File: src/rtl/rr_arbiter4_if.sv
// rr_arbiter4_if
// Groups the request/grant signals shared between four requesters and the
// round-robin arbiter.
//   req        requester -> arbiter, one level-sensitive request per master
//   gnt        arbiter -> requesters, one-hot grant (0000 when idle)
//   gnt_idx    arbiter -> resource, binary index of the current owner
//   gnt_valid  arbiter -> resource, high exactly when gnt != 0
// Modports: master = requester side, slave = arbiter side.
interface rr_arbiter4_if;
  logic [3:0] req;
  logic [3:0] gnt;
  logic [1:0] gnt_idx;
  logic       gnt_valid;

  modport master (
    output req,
    input  gnt,
    input  gnt_idx,
    input  gnt_valid
  );

  modport slave (
    input  req,
    output gnt,
    output gnt_idx,
    output gnt_valid
  );
endinterface

File: src/rtl/rr_arbiter4.sv
// rr_arbiter4
// Four-requester round-robin arbiter with a bounded hold time. A winner keeps
// the grant while it requests; once it has held for MAX_HOLD cycles and
// someone else is waiting, it is pre-empted. Every release inserts one idle
// (bus-turnaround) cycle before the next grant.
// Ports:
//   clk    rising-edge clock
//   reset  synchronous, active-high reset
//   bus    rr_arbiter4_if.slave: req in, gnt / gnt_idx / gnt_valid out
// Parameter:
//   MAX_HOLD  maximum grant cycles while another requester is pending (1..255)
// All outputs come straight from registers; there is no path from req to any
// output within a cycle.
module rr_arbiter4 #(
  parameter int MAX_HOLD = 8
) (
  input  logic         clk,
  input  logic         reset,
  rr_arbiter4_if.slave bus
);

  localparam int CW = $clog2(MAX_HOLD + 1);

  typedef enum logic {
    IDLE  = 1'b0,
    GRANT = 1'b1
  } state_t;

  state_t          state_reg, state_next;
  logic [1:0]      ptr_reg, ptr_next;
  logic [CW-1:0]   cnt_reg, cnt_next;
  logic [1:0]      idx_reg, idx_next;
  logic            valid_reg, valid_next;
  logic [3:0]      gnt_reg, gnt_next;

  // Candidate search order starting at the priority pointer: ptr, ptr+1, ...
  logic [1:0] cand_idx [4];
  logic [3:0] cand_hit;
  logic [1:0] win_idx;

  // One-hot forms of the current owner and of the next owner.
  logic [3:0] owner_oh;
  logic [3:0] next_oh;

  genvar gi;
  generate
    for (gi = 0; gi < 4; gi++) begin : g_search
      assign cand_idx[gi] = ptr_reg + 2'(gi);
      assign cand_hit[gi] = bus.req[cand_idx[gi]];
    end
    for (gi = 0; gi < 4; gi++) begin : g_decode
      assign owner_oh[gi] = (idx_reg  == 2'(gi));
      assign next_oh[gi]  = (idx_next == 2'(gi));
    end
  endgenerate

  // First set candidate in rotated order wins; scanning from the far end
  // lets the nearest hit overwrite the others.
  always_comb begin
    win_idx = cand_idx[0];
    for (int i = 3; i >= 0; i--) begin
      if (cand_hit[i]) begin
        win_idx = cand_idx[i];
      end
    end
  end

  always_comb begin
    state_next = state_reg;
    ptr_next   = ptr_reg;
    cnt_next   = cnt_reg;
    idx_next   = idx_reg;
    valid_next = valid_reg;

    case (state_reg)
      IDLE: begin
        if (|bus.req) begin
          state_next = GRANT;
          idx_next   = win_idx;
          valid_next = 1'b1;
          cnt_next   = CW'(1);
          // Pointer only moves when a grant is issued.
          ptr_next   = win_idx + 2'd1;
        end
      end
      GRANT: begin
        if (!bus.req[idx_reg]) begin
          // Voluntary release takes precedence; same outcome as forced.
          state_next = IDLE;
          valid_next = 1'b0;
        end else if ((cnt_reg >= CW'(MAX_HOLD)) && |(bus.req & ~owner_oh)) begin
          state_next = IDLE;
          valid_next = 1'b0;
        end else if (cnt_reg < CW'(MAX_HOLD)) begin
          cnt_next = cnt_reg + CW'(1);
        end
      end
      default: begin
        state_next = IDLE;
        valid_next = 1'b0;
      end
    endcase

    gnt_next = valid_next ? next_oh : 4'b0000;
  end

  always_ff @(posedge clk) begin
    if (reset) begin
      state_reg <= IDLE;
      ptr_reg   <= 2'd0;
      cnt_reg   <= '0;
      idx_reg   <= 2'd0;
      valid_reg <= 1'b0;
      gnt_reg   <= 4'b0000;
    end else begin
      state_reg <= state_next;
      ptr_reg   <= ptr_next;
      cnt_reg   <= cnt_next;
      idx_reg   <= idx_next;
      valid_reg <= valid_next;
      gnt_reg   <= gnt_next;
    end
  end

  assign bus.gnt       = gnt_reg;
  assign bus.gnt_idx   = idx_reg;
  assign bus.gnt_valid = valid_reg;

endmodule

File: src/flat_wrapper.sv
// flat-port wrapper written by rule: the top's interface ports become plain ports
module rr_arbiter4_flat 
#(
  parameter int MAX_HOLD = 8
)
  (clk, reset, bus_req, bus_gnt, bus_gnt_idx, bus_gnt_valid);
  rr_arbiter4_if bus_i ();
  input  logic clk;
  input  logic reset;
  input wire logic [$bits(bus_i.req)-1:0] bus_req;
  output wire logic [$bits(bus_i.gnt)-1:0] bus_gnt;
  output wire logic [$bits(bus_i.gnt_idx)-1:0] bus_gnt_idx;
  output wire logic [$bits(bus_i.gnt_valid)-1:0] bus_gnt_valid;
  assign bus_i.req = bus_req;
  assign bus_gnt = bus_i.gnt;
  assign bus_gnt_idx = bus_i.gnt_idx;
  assign bus_gnt_valid = bus_i.gnt_valid;
  rr_arbiter4 #(.MAX_HOLD(MAX_HOLD)) u_core (.clk(clk), .reset(reset), .bus(bus_i));
endmodule
File: config.mk
export PLATFORM = sky130hd
export DESIGN_NAME = rr_arbiter4_flat
export DESIGN_NICKNAME = d
export VERILOG_FILES = /design/src/rtl/rr_arbiter4_if.sv /design/src/rtl/rr_arbiter4.sv /design/src/flat_wrapper.sv
export SDC_FILE = /design/constraint.sdc
export NUM_CORES = 1
export LEC_CHECK = 0
export ABC_CLOCK_PERIOD_IN_PS = 2150
export BUFFER_PORTS_ARGS = -buffer_cell sky130_fd_sc_hd__buf_2
export CAP_MARGIN = 20
export CORE_MARGIN = 2
export CORE_UTILIZATION = 38
export DETAILED_ROUTE_END_ITERATION = 10
export HOLD_SLACK_MARGIN = 0.06
export SYNTH_ARGS = -nofsm -noshare
export SYNTH_HDL_FRONTEND = slang
export SYNTH_SLANG_ARGS = --single-unit
File: constraint.sdc
create_clock -name clk -period 2.15 [get_ports clk]
set_input_delay 0.3225 -clock clk [delete_from_list [all_inputs] [get_ports clk]]
set_output_delay 0.3225 -clock clk [all_outputs]
set_load 0.01 [all_outputs]
# After elaboration in Yosys (flattened, before gate mapping)
# Index checks and enable logic that the tools add are counted.
[totals] out_inout_bits=7 register_bits=14 latchBits=0 rom_bits=0 word_cells=69 n_memories=0 inputBits=6 mem_bits_rw=0
[op_classes] muxes=29 mul=0 n_addsub=5 n_div=0 bitwise=4 shifts=0 eq_ne=10 magnitude_cmp=7 reduce_logical=8
[ops] op="4-bit 2-to-1 mux" n=4
[ops] op="2-bit by 3-bit less-than comparator with 1-bit output (second input constant)" n=5
[ops] op="2-bit 2-to-1 mux" n=6
[ops] op="1-bit 2-to-1 mux" n=11
[ops] op="1-bit binary-select mux with 2-bit select" n=5
[ops] op="2-bit equality test (second input constant)" n=4
[ops] op="4-bit case mux with 2 select lines" n=1
[ops] op="4-bit OR reduction" n=2
[ops] op="2-bit != test (second input constant)" n=3
[ops] op="2-bit by 1-bit adder with 2-bit output (second input constant)" n=2
[ops] op="2-bit adder (second input constant)" n=2
[ops] op="4-bit by 1-bit adder with 4-bit output (second input constant)" n=1
[ops] op="4-bit AND" n=1
[ops] op="2-bit by 1-bit equality test with 1-bit output (second input constant)" n=2
[ops] op="4-bit >= comparator (second input constant)" n=1
[ops] op="2-bit logical NOT" n=2
[ops] op="4-bit less-than comparator (second input constant)" n=1
[ops] op="4-bit NOT" n=1
[ops] op="1-bit case mux with 2 select lines" n=2
[ops] op="4-bit AND reduction" n=1
[ops] op="2-bit by 1-bit != test with 1-bit output (second input constant)" n=1
[ops] op="1-bit NOT" n=2
[ops] op="2-bit AND reduction" n=1
[ops] op="2-bit OR reduction" n=1
[ops] op="1-bit logical AND" n=1

# Depth between registers and ports, before layout
# Gate-level depths: netlist (run 1).
[logic_depth] ltp_word=10 depth_mapped=6 mapped_depth_nobuf=5

# Worst setup path after synthesis (run 1)
# OpenSTA, ideal clock, no wires.
[synth_path] path_type="register to register" startpoint="register u_core.idx_reg[0] (netlist: u_core.bus.gnt_idx[0])" endpoint="register u_core.gnt_reg[0] (netlist: u_core.bus.gnt[0])" path_buffers=0 arrival_time_ps=1688 setup_ps=60 slack_ps=402 synth_period_minus_slack_ps=1748 stages_incl_launch_ff=6 required_ps=2090 cell_sequence="dfxtp_1 mux2_4 o41ai_2 a31oi_1 a2111o_1 and3b_1"
[synth_between] elab_chain_cells=10 elab_cells_between_ends=18 classes_between="eq/ne: 3; mux: 7; bitwise: 3; reduce/logical: 5"
[synth_lines] element="from (decl)" line="rr_arbiter4.sv:32" source="logic [1:0] idx_reg, idx_next;"
[synth_lines] element="from (signal assigned)" line="rr_arbiter4.sv:119" source="idx_reg <= idx_next;"
[synth_lines] element="2-bit by 1-bit equality test with 1-bit output, or another cell as far along" line="rr_arbiter4.sv:52" source="assign owner_oh[gi] = (idx_reg == 2'(gi));"
[synth_lines] element="4-bit NOT" line="rr_arbiter4.sv:91" source="end else if ((cnt_reg >= CW'(MAX_HOLD)) && |(bus.req & ~owner_oh)) begin"
[synth_lines] element="4-bit AND" line="rr_arbiter4.sv:91"
[synth_lines] element="4-bit OR reduction" line="rr_arbiter4.sv:91"
[synth_lines] element="1-bit logical AND" line="rr_arbiter4.sv:91"
[synth_lines] element="1-bit 2-to-1 mux" line="rr_arbiter4.sv:91"
[synth_lines] element="1-bit 2-to-1 mux" line="rr_arbiter4.sv:87" source="if (!bus.req[idx_reg]) begin"
[synth_lines] element="1-bit case mux with 2 select lines" line="rr_arbiter4.sv:75" source="case (state_reg)"
[synth_lines] element="1-bit NOT (no line)"
[synth_lines] element="2-bit OR reduction (no line)"
[synth_lines] element="to (signal assigned)" line="rr_arbiter4.sv:121" source="gnt_reg <= gnt_next;"
[synth_lines] element="to (decl)" line="rr_arbiter4.sv:34" source="logic [3:0] gnt_reg, gnt_next;"
# Several ways; a longest one is shown, not always the timed one. The select of a mux whose other input is x is not followed.
# A chain may end at the register's enable or synchronous reset.

# Final worst setup path (run 1)
[layout_path] startpoint="register u_core.idx_reg[0] (netlist: u_core.bus.gnt_idx[0])" endpoint="register u_core.gnt_reg[1] (netlist: u_core.bus.gnt[1])"
# Same word-level chain as after synthesis.

==> results of run 1 <==
area by class of cell:
type / count / area [um^2]
flip-flops and latches: 14 / 280
inverters: 6 / 22.5
well taps: 25 / 31.3
fillers: 184 / 945
repair buffers: 12 / 60.1
clock buffers: 3 / 22.5
multi-input cells: 62 / 422
worst register-to-register path, stage by stage (launching register included):
cell,delay (ns)
dfxtp_1,0.44
mux2_4,0.33
o41ai_2,0.19
a31oi_1,0.08
a2111o_1,0.49
nor3b_1,0.24
synthesized netlist by cell type (2+ instances only):
library cell,number,area [um^2]
buf_2,3,15.0
nor2b_1,2,12.5
dfxtp_1,14,280
ha_1,2,25.0
a21oi_1,8,40.0
nand2_1,4,15.0
nor3b_1,3,22.5
nor2_1,11,41.3
nand2b_1,4,25.0
nor3_1,4,20.0
inv_1,6,22.5
o21ai_0,3,15.0
worst paths after layout:
| check | start | to | slack, ns | depth (start not counted) |
|---|---|---|---|---|
| max reg2reg | u_core.bus.gnt_idx[0] | u_core.bus.gnt[1] | 0.30 | 5 |
| max | u_core.bus.gnt_idx[0] | u_core.bus.gnt[1] | 0.30 | 5 |
| min reg2reg | u_core.cnt_reg[0] | u_core.cnt_reg[0] | 0.51 | 2 |
| min | reset | u_core.ptr_reg[1] | 0.35 | 2 |
cells by family (layout without fill, tap and decap cells):
logic type,after synthesis,after routing,synth area share [%]
flops,14,14,37.7
xor+xnor,2,2,2.36
simple gates,34,34,23.9
compound gates,21,21,20.2
buf+inv,10,21,5.55
mux,3,3,6.90
fa+ha+maj,2,2,3.37
metrics by stage:
stage	util (%)	worst slack (ns)	area [um^2]	hold slack [ns]	power, uW
after floorplan	-	0.402	743	0.477	404
after global placement	45.8	0.325	816	0.508	442
after detailed placement	45.8	0.256	816	0.507	444
after CTS	47.0	0.269	838	0.345	591
after global routing	47.0	0.158	838	0.361	621
final	47.0	0.298	838	0.347	582
routing by layer:
metal  vias up  track usage (%)  wire [um]
met3         4             2.22         83
met2        23             23.2        647
li1        328                -          -
met5         -                0          0
met4         0             8.11         25
met1       284             22.3        843
report_power, final:
group          leakage, uW  switching, uW  internal, uW
combinational     0.000220           75.3          59.7
sequential        0.000115           21.9           281
clock            0.0000138           78.9          64.9
==> qor.yml, run 1 <==
outcome:
  status: "finished, final reports clean"
floorplanning:
  die_w_um: 48.2
  die_y_um: 48.2
  num_rows: 15
  ios: 13
  initial_core_util_pct: 41.7
  dieArea_mm2: 0.00233
  core_mm2: 0.00178
global_route:
  antenna_found_initial: 0
  grt_overflow_total: 0
  grt_max_degree: 12
  grt_pass1_wl_mm: 2.46
  grt_pass1_vias: 562
  track_usage_pct: 15.7
worst_setup_path:
  worst_setup_path_start_kind: "flip-flop"
  path_class: "reg2reg"
  cp_slowest_cell: "a2111o_1"
  crit_chain: "mux2_4 > o41ai_2 > a31oi_1 > a2111o_1 > nor3b_1"
  slowest_delay_ns: 0.49
  required_ns: 2.34
  cp_data_arrival_time_ns: 2.04
  end_kind: "flip-flop"
  crit_fanout: 5
  path_delay_family: "compound AO/OA/AOI/OAI gates"
  cp_num_buf_inv: 0
clocking:
  clk_path_buf_depth: 2
  cts.sinks: 14
  root_buffer: "clkbuf_4"
  cts_post_setup_buffers_inserted: 0
  clk_pin_slew_ns: 0.08
  numCtsBuffers: 3
  ctsHoldBuffers: 0
  insertion_delay_ns: 0.27
  htreeDepth: 1
  cts-resized-gates: 0
  cts_tree: "done"
synthesis:
  synth_area_um2: 743
  synthArstFlopShare_pct: 0
  ys_seq_elements: 14
  synth_seq_area_share_pct: 37.7
  syn-num-nets: 94
  syn_inst: 86
  yosys_warnings: 0
  synth_cell_types: 34
  syn_area_per_cell_um2: 8.64
  synth_edf_count: 0
  ys.flop_type: "dfxtp_1"
min_path:
  hp-class: "in2reg"
route:
  ant_nets: 0
  drc: 0
  routedWlPerCell_um: 13.1
  routed_wl_mm: 1.60
  vias: 639
  viasPerCell: 5.24
  dr.pass1.iters: 4
  drt-initial-drc-count: 14
timing:
  finalHoldViolCount: 0
  maxSlewViolCount: 0
  finalSetupTns_ns: 0
  finalSetupViolations: 0
  post-route-period-util_pct: 86.2
  rsz0062_at_grt: "false"
  tightestPinTransition_ns: 0.490
  skew_ns: 0.00205
  max_freq_mhz: 540
  period_needed_ns: 1.85
  slew_headroom_pct: 67.2
final_layout:
  insertedDiodeCount: 0
  layout.cells.most_common: "dfxtp_1"
  layout_common_cells: "dfxtp_1 (14), buf_2 (12), nor2_1 (11)"
  syn_to_final_growth_pct: 12.8
  nets: 107
  fin_cells: 122
  drive_gt1_share_pct: 19.6
flow_run:
  maxCapViolCount: 0
placed_design:
  portBuffers: 12
  dp_cells: 119
  routabilityCongestion: 0.802
  dp_hpwl_mm: 1.13
power_and_ir_drop:
  ir_worst_vdd_v: 0.000414
  leakage_uw: 0.000349
  powerDensity_mw_per_mm2: 694
No activity file was read; power rests on OpenSTA's default activity.
==> inputs of run 2 (changes only) <==
--- a/config.mk
+++ b/config.mk
@@ -6,11 +6,11 @@
 export NUM_CORES = 1
 export LEC_CHECK = 0
 export ABC_CLOCK_PERIOD_IN_PS = 2150
-export BUFFER_PORTS_ARGS = -buffer_cell sky130_fd_sc_hd__buf_2
 export CAP_MARGIN = 20
 export CORE_MARGIN = 2
 export CORE_UTILIZATION = 38
 export DETAILED_ROUTE_END_ITERATION = 10
+export DONT_BUFFER_PORTS = 1
 export HOLD_SLACK_MARGIN = 0.06
 export SYNTH_ARGS = -nofsm -noshare
 export SYNTH_HDL_FRONTEND = slang
==> run 2 against run 1 <==
Sequential cell count did not move. Non-clock buffer count fell by 12. Sequential power rose by 3%. Total power rose by 2.6%. Largest cell class unchanged. Critical path type unchanged. Critical endpoint unchanged. Highest routed layer unchanged. Combinational power fell by 25%.
==> qor.yml, run 2 (synthesized netlist as in run 1, its figures left out) <==
worst_setup_path:
  end_kind: "flip-flop"
  rrSetupSlack_ns: 0.22
  path_delay_family: "compound AO/OA/AOI/OAI gates"
  crit_chain: "mux2_4 > o41ai_2 > a31oi_1 > a2111o_1 > nor3b_1"
  cp_data_arrival_time_ns: 2.13
  required_ns: 2.35
  worst_setup_path_start_kind: "flip-flop"
  slowest_delay_ns: 0.50
  reg2reg_depth: 5
  crit_fanout: 5
  r2r-end: "u_core.bus.gnt[1]"
  cp_num_buf_inv: 0
  r2r-start: "u_core.bus.gnt_idx[0]"
  cp_slowest_cell: "dfxtp_1"
  path_class: "reg2reg"
timing:
  fin_ws_ns: 0.219
  period_needed_ns: 1.93
  maxSlewViolCount: 0
  max_freq_mhz: 518
  post-route-period-util_pct: 89.8
  finalSetupTns_ns: 0
  slew_headroom_pct: 70.1
  skew_ns: 0.00456
  tightestPinTransition_ns: 0.447
  finalHoldViolCount: 0
  finalSetupViolations: 0
  rsz0062_at_grt: "false"
min_path:
  hp-class: "in2reg"
  min_path_cells: 1
  whs_endpoint: "u_core.state_reg"
  hold_path_startpoint: "reset"
route:
  drt-initial-drc-count: 4
  dr.pass1.iters: 2
  viasPerCell: 5.26
  vias: 584
  routedWlPerCell_um: 13.7
  ant_nets: 0
  drc: 0
  routed_wl_mm: 1.52
power_and_ir_drop:
  p_sw_uw: 163
  p_comb_share_pct: 16.9
  switching_share_pct: 27.4
  leakage_uw: 0.000300
  ir_worst_vdd_v: 0.000387
  powerDensity_mw_per_mm2: 753
  p_clk_share_pct: 30.8
  p_int_uw: 433
  seqPwrFrac_pct: 52.2
clocking:
  cts_post_setup_buffers_inserted: 0
  root_buffer: "clkbuf_4"
  cts.sinks: 14
  cts_tree: "done"
  htreeDepth: 1
  ctsHoldBuffers: 0
  clk_pin_slew_ns: 0.08
  numCtsBuffers: 3
  cts-resized-gates: 0
  insertion_delay_ns: 0.27
  clk_path_buf_depth: 2
final_layout:
  post-route-util_pct: 44.4
  nets: 95
  drive_gt1_share_pct: 9.30
  syn_to_final_growth_pct: 6.57
  layout_common_cells: "dfxtp_1 (14), nor2_1 (11), a21oi_1 (8)"
  insertedDiodeCount: 0
  layout.cells.most_common: "dfxtp_1"
floorplanning:
  die_y_um: 48.2
  dieArea_mm2: 0.00233
  num_rows: 15
  die_w_um: 48.2
  core_mm2: 0.00178
  ios: 13
  initial_core_util_pct: 41.7
flow_run:
  maxCapViolCount: 0
global_route:
  antenna_found_initial: 0
  grt_overflow_total: 0
  grt_pass1_wl_mm: 2.48
  track_usage_pct: 15.8
  grt_max_degree: 12
  grt_pass1_vias: 554
placed_design:
  routabilityCongestion: 0.745
  dp_hpwl_mm: 1.11
  place_ws_ns: 0.215
  portBuffers: 0
outcome:
  status: "finished, final reports clean"
run 2: how the worst max path moves through the flow:
stage                                      from  cells after the start                 to  slack (ns)
after global routing      u_core.bus.gnt_idx[0]                      5  u_core.bus.gnt[1]        0.05
after global placement    u_core.bus.gnt_idx[0]                      5  u_core.bus.gnt[2]        0.30
after detailed placement  u_core.bus.gnt_idx[0]                      5  u_core.bus.gnt[1]        0.22
after floorplan           u_core.bus.gnt_idx[0]                      5  u_core.bus.gnt[0]        0.40
final                     u_core.bus.gnt_idx[0]                      5  u_core.bus.gnt[1]        0.22
after CTS                 u_core.bus.gnt_idx[0]                      5  u_core.bus.gnt[1]        0.21
run 2: routing by layer:
layer	GRT usage, %	vias up	routed length, um
li1	-	305	-
met1	20.8	263	732
met2	22.6	14	672
met3	3.33	2	86
met4	11.4	0	27
met5	0	-	0
run 2: power groups by stage:
stage | logic, uW | registers (uW) | clock network, uW
2_1_floorplan | 93.2 | 311 | 0
3_3_place_gp | 98.3 | 318 | 0
3_5_place_dp | 101 | 318 | 0
4_1_cts | 102 | 312 | 191
5_1_grt | 114 | 317 | 205
6_report | 101 | 312 | 184
run 2: metrics by stage:
step	cell area [um^2]	std cells	total power, uW	hold WS, ns
2_1_floorplan	743	86	404	0.477
3_3_place_gp	756	107	416	0.395
3_5_place_dp	756	107	418	0.397
4_1_cts	792	111	605	0.0953
5_1_grt	792	111	636	0.0819
6_report	792	111	596	0.106
run 2: cell type report:
cell class,count,area (um^2)
Tap cell,25,31.3
Inverter,6,22.5
Fill cell,188,991
Multi-Input combinational cell,62,422
Clock buffer,4,36.3
Sequential cell,14,280
==> inputs of run 3 (changes only) <==
--- a/config.mk
+++ b/config.mk
@@ -8,7 +8,7 @@
 export ABC_CLOCK_PERIOD_IN_PS = 2150
 export CAP_MARGIN = 20
 export CORE_MARGIN = 2
-export CORE_UTILIZATION = 38
+export CORE_UTILIZATION = 40
 export DETAILED_ROUTE_END_ITERATION = 10
 export DONT_BUFFER_PORTS = 1
 export HOLD_SLACK_MARGIN = 0.06
==> run 3 against run 2 <==
Wire length is 3.0% lower. Register-to-register slack improved by 0.04 ns. Maximum frequency rose by 2.4%. Final area unchanged. Sequential cell count did not move. Clock power barely moved. Die area fell by 4.6%. Setup slack better by 0.045 ns. Worst hold slack worse by 0.0038 ns. Final cell count did not move. Global-route usage up 0.083 points. Core utilization grew 0.96 points.
==> qor.yml, run 3 (synthesized netlist as in run 1, its figures left out) <==
final_layout:
  fillers: 182
  drive_gt1_share_pct: 9.30
  insertedDiodeCount: 0
  nets: 95
  fin_area_um2: 792
  post-route-util_pct: 45.4
  syn_to_final_growth_pct: 6.57
  layout.cells.most_common: "dfxtp_1"
  layout_common_cells: "dfxtp_1 (14), nor2_1 (11), a21oi_1 (8)"
worst_setup_path:
  end_kind: "flip-flop"
  r2r-start: "u_core.bus.gnt_idx[0]"
  path_class: "reg2reg"
  worst_setup_path_start_kind: "flip-flop"
  required_ns: 2.35
  crit_fanout: 5
  crit_chain: "mux2_4 > o41ai_2 > a31oi_1 > a2111o_1 > nor3b_1"
  cp_data_arrival_time_ns: 2.08
  worstSetupStartpoint: "u_core.bus.gnt_idx[0]"
  slowest_delay_ns: 0.49
  cp_slowest_cell: "dfxtp_1"
route:
  drt-initial-drc-count: 13
  viasPerCell: 5.22
  met1_length_um: 735
  vias: 579
  routed_wl_mm: 1.47
  ant_nets: 0
  dr.pass1.iters: 2
  routedWlPerCell_um: 13.3
  drc: 0
  top_layer_used: "met4"
  wl_met3_um: 84
  wl_met2_um: 637
timing:
  finalSetupViolations: 0
  finalHoldViolCount: 0
  slew_headroom_pct: 69.4
  period_needed_ns: 1.89
  maxSlewViolCount: 0
  skew_ns: 0.00581
  finalSetupTns_ns: 0
  tightestPinTransition_ns: 0.458
  post-route-period-util_pct: 87.7
  fin_ws_ns: 0.264
  max_freq_mhz: 530
  rsz0062_at_grt: "false"
floorplanning:
  dieArea_mm2: 0.00222
  die_w_um: 47.1
  die_y_um: 47.1
  initial_core_util_pct: 42.6
  core_mm2: 0.00175
  num_rows: 15
  ios: 13
global_route:
  grt_pass1_wl_mm: 2.44
  grt_overflow_total: 0
  track_usage_pct: 15.9
  antenna_found_initial: 0
  grt_max_degree: 12
  grt_pass1_vias: 576
power_and_ir_drop:
  powerDensity_mw_per_mm2: 749
  ir_worst_vdd_v: 0.000444
  p_int_uw: 433
  leakage_uw: 0.000300
  p_sw_uw: 160
  seqPwrFrac_pct: 52.4
  p_clk_share_pct: 30.8
  switching_share_pct: 27.0
  p_comb_share_pct: 16.8
placed_design:
  placed_cell_area_um2: 756
  portBuffers: 0
  dp_hpwl_mm: 1.06
  place_ws_ns: 0.255
  routabilityCongestion: 0.748
clocking:
  htreeDepth: 1
  clk_pin_slew_ns: 0.08
  cts-resized-gates: 0
  cts_post_setup_buffers_inserted: 0
  root_buffer: "clkbuf_4"
  ctsHoldBuffers: 0
  cts.sinks: 14
  insertion_delay_ns: 0.28
  numCtsBuffers: 3
  clk_path_buf_depth: 2
  cts_tree: "done"
min_path:
  hold_path_startpoint: "reset"
  hp-class: "in2reg"
outcome:
  status: "finished, final reports clean"
flow_run:
  maxCapViolCount: 0
-- run 3: cell counts in the layout (fill, tap and decap cells not counted) --
Identical to the previous run, type by type.
-- run 3: power by group through the flow --
stage | clock, uW | combinational, uW | sequential [uW]
after floorplan | 0 | 93.2 | 311
after global placement | 0 | 98.4 | 317
after detailed placement | 0 | 99.7 | 317
after CTS | 192 | 100 | 312
after global routing | 207 | 115 | 315
final | 183 | 99.5 | 311
-- run 3: routing by layer --
metal	track usage (%)	vias up
met5	0	-
met4	10.0	0
met3	3.08	2
met2	23.3	14
met1	21.3	259
li1	-	304
-- run 3: critical path, delay by kind of cell (launching register included) --
kind / cells / cell delay, ns
DFF: 1 / 0.49
muxes: 1 / 0.34
and+or+nand+nor: 1 / 0.20
AOI/OAI and AO/OA: 3 / 0.77
-- run 3: final cells by class --
type	count	area [um^2]	share of cell area [%]
Inverter	6	22.5	2.84
Tap cell	25	31.3	3.95
Clock buffer	4	36.3	4.58
Multi-Input combinational cell	62	422	53.2
Sequential cell	14	280	35.4
-- run 3: through the flow --
step | hold slack [ns] | total power (uW) | instances
detailed placement | 0.395 | 417 | 107
global route | 0.0762 | 636 | 111
floorplan | 0.477 | 404 | 86
global placement | 0.394 | 416 | 107
finish | 0.102 | 594 | 111
CTS | 0.0910 | 604 | 111
-- run 3: worst paths after layout --
check | end | slack (ns) | depth (start not counted)
worst min-delay path | u_core.ptr_reg[1] | 0.10 | 1
worst max register to register | u_core.bus.gnt[2] | 0.26 | 5
worst max-delay path | u_core.bus.gnt[2] | 0.26 | 5
worst min register to register | u_core.cnt_reg[0] | 0.54 | 2
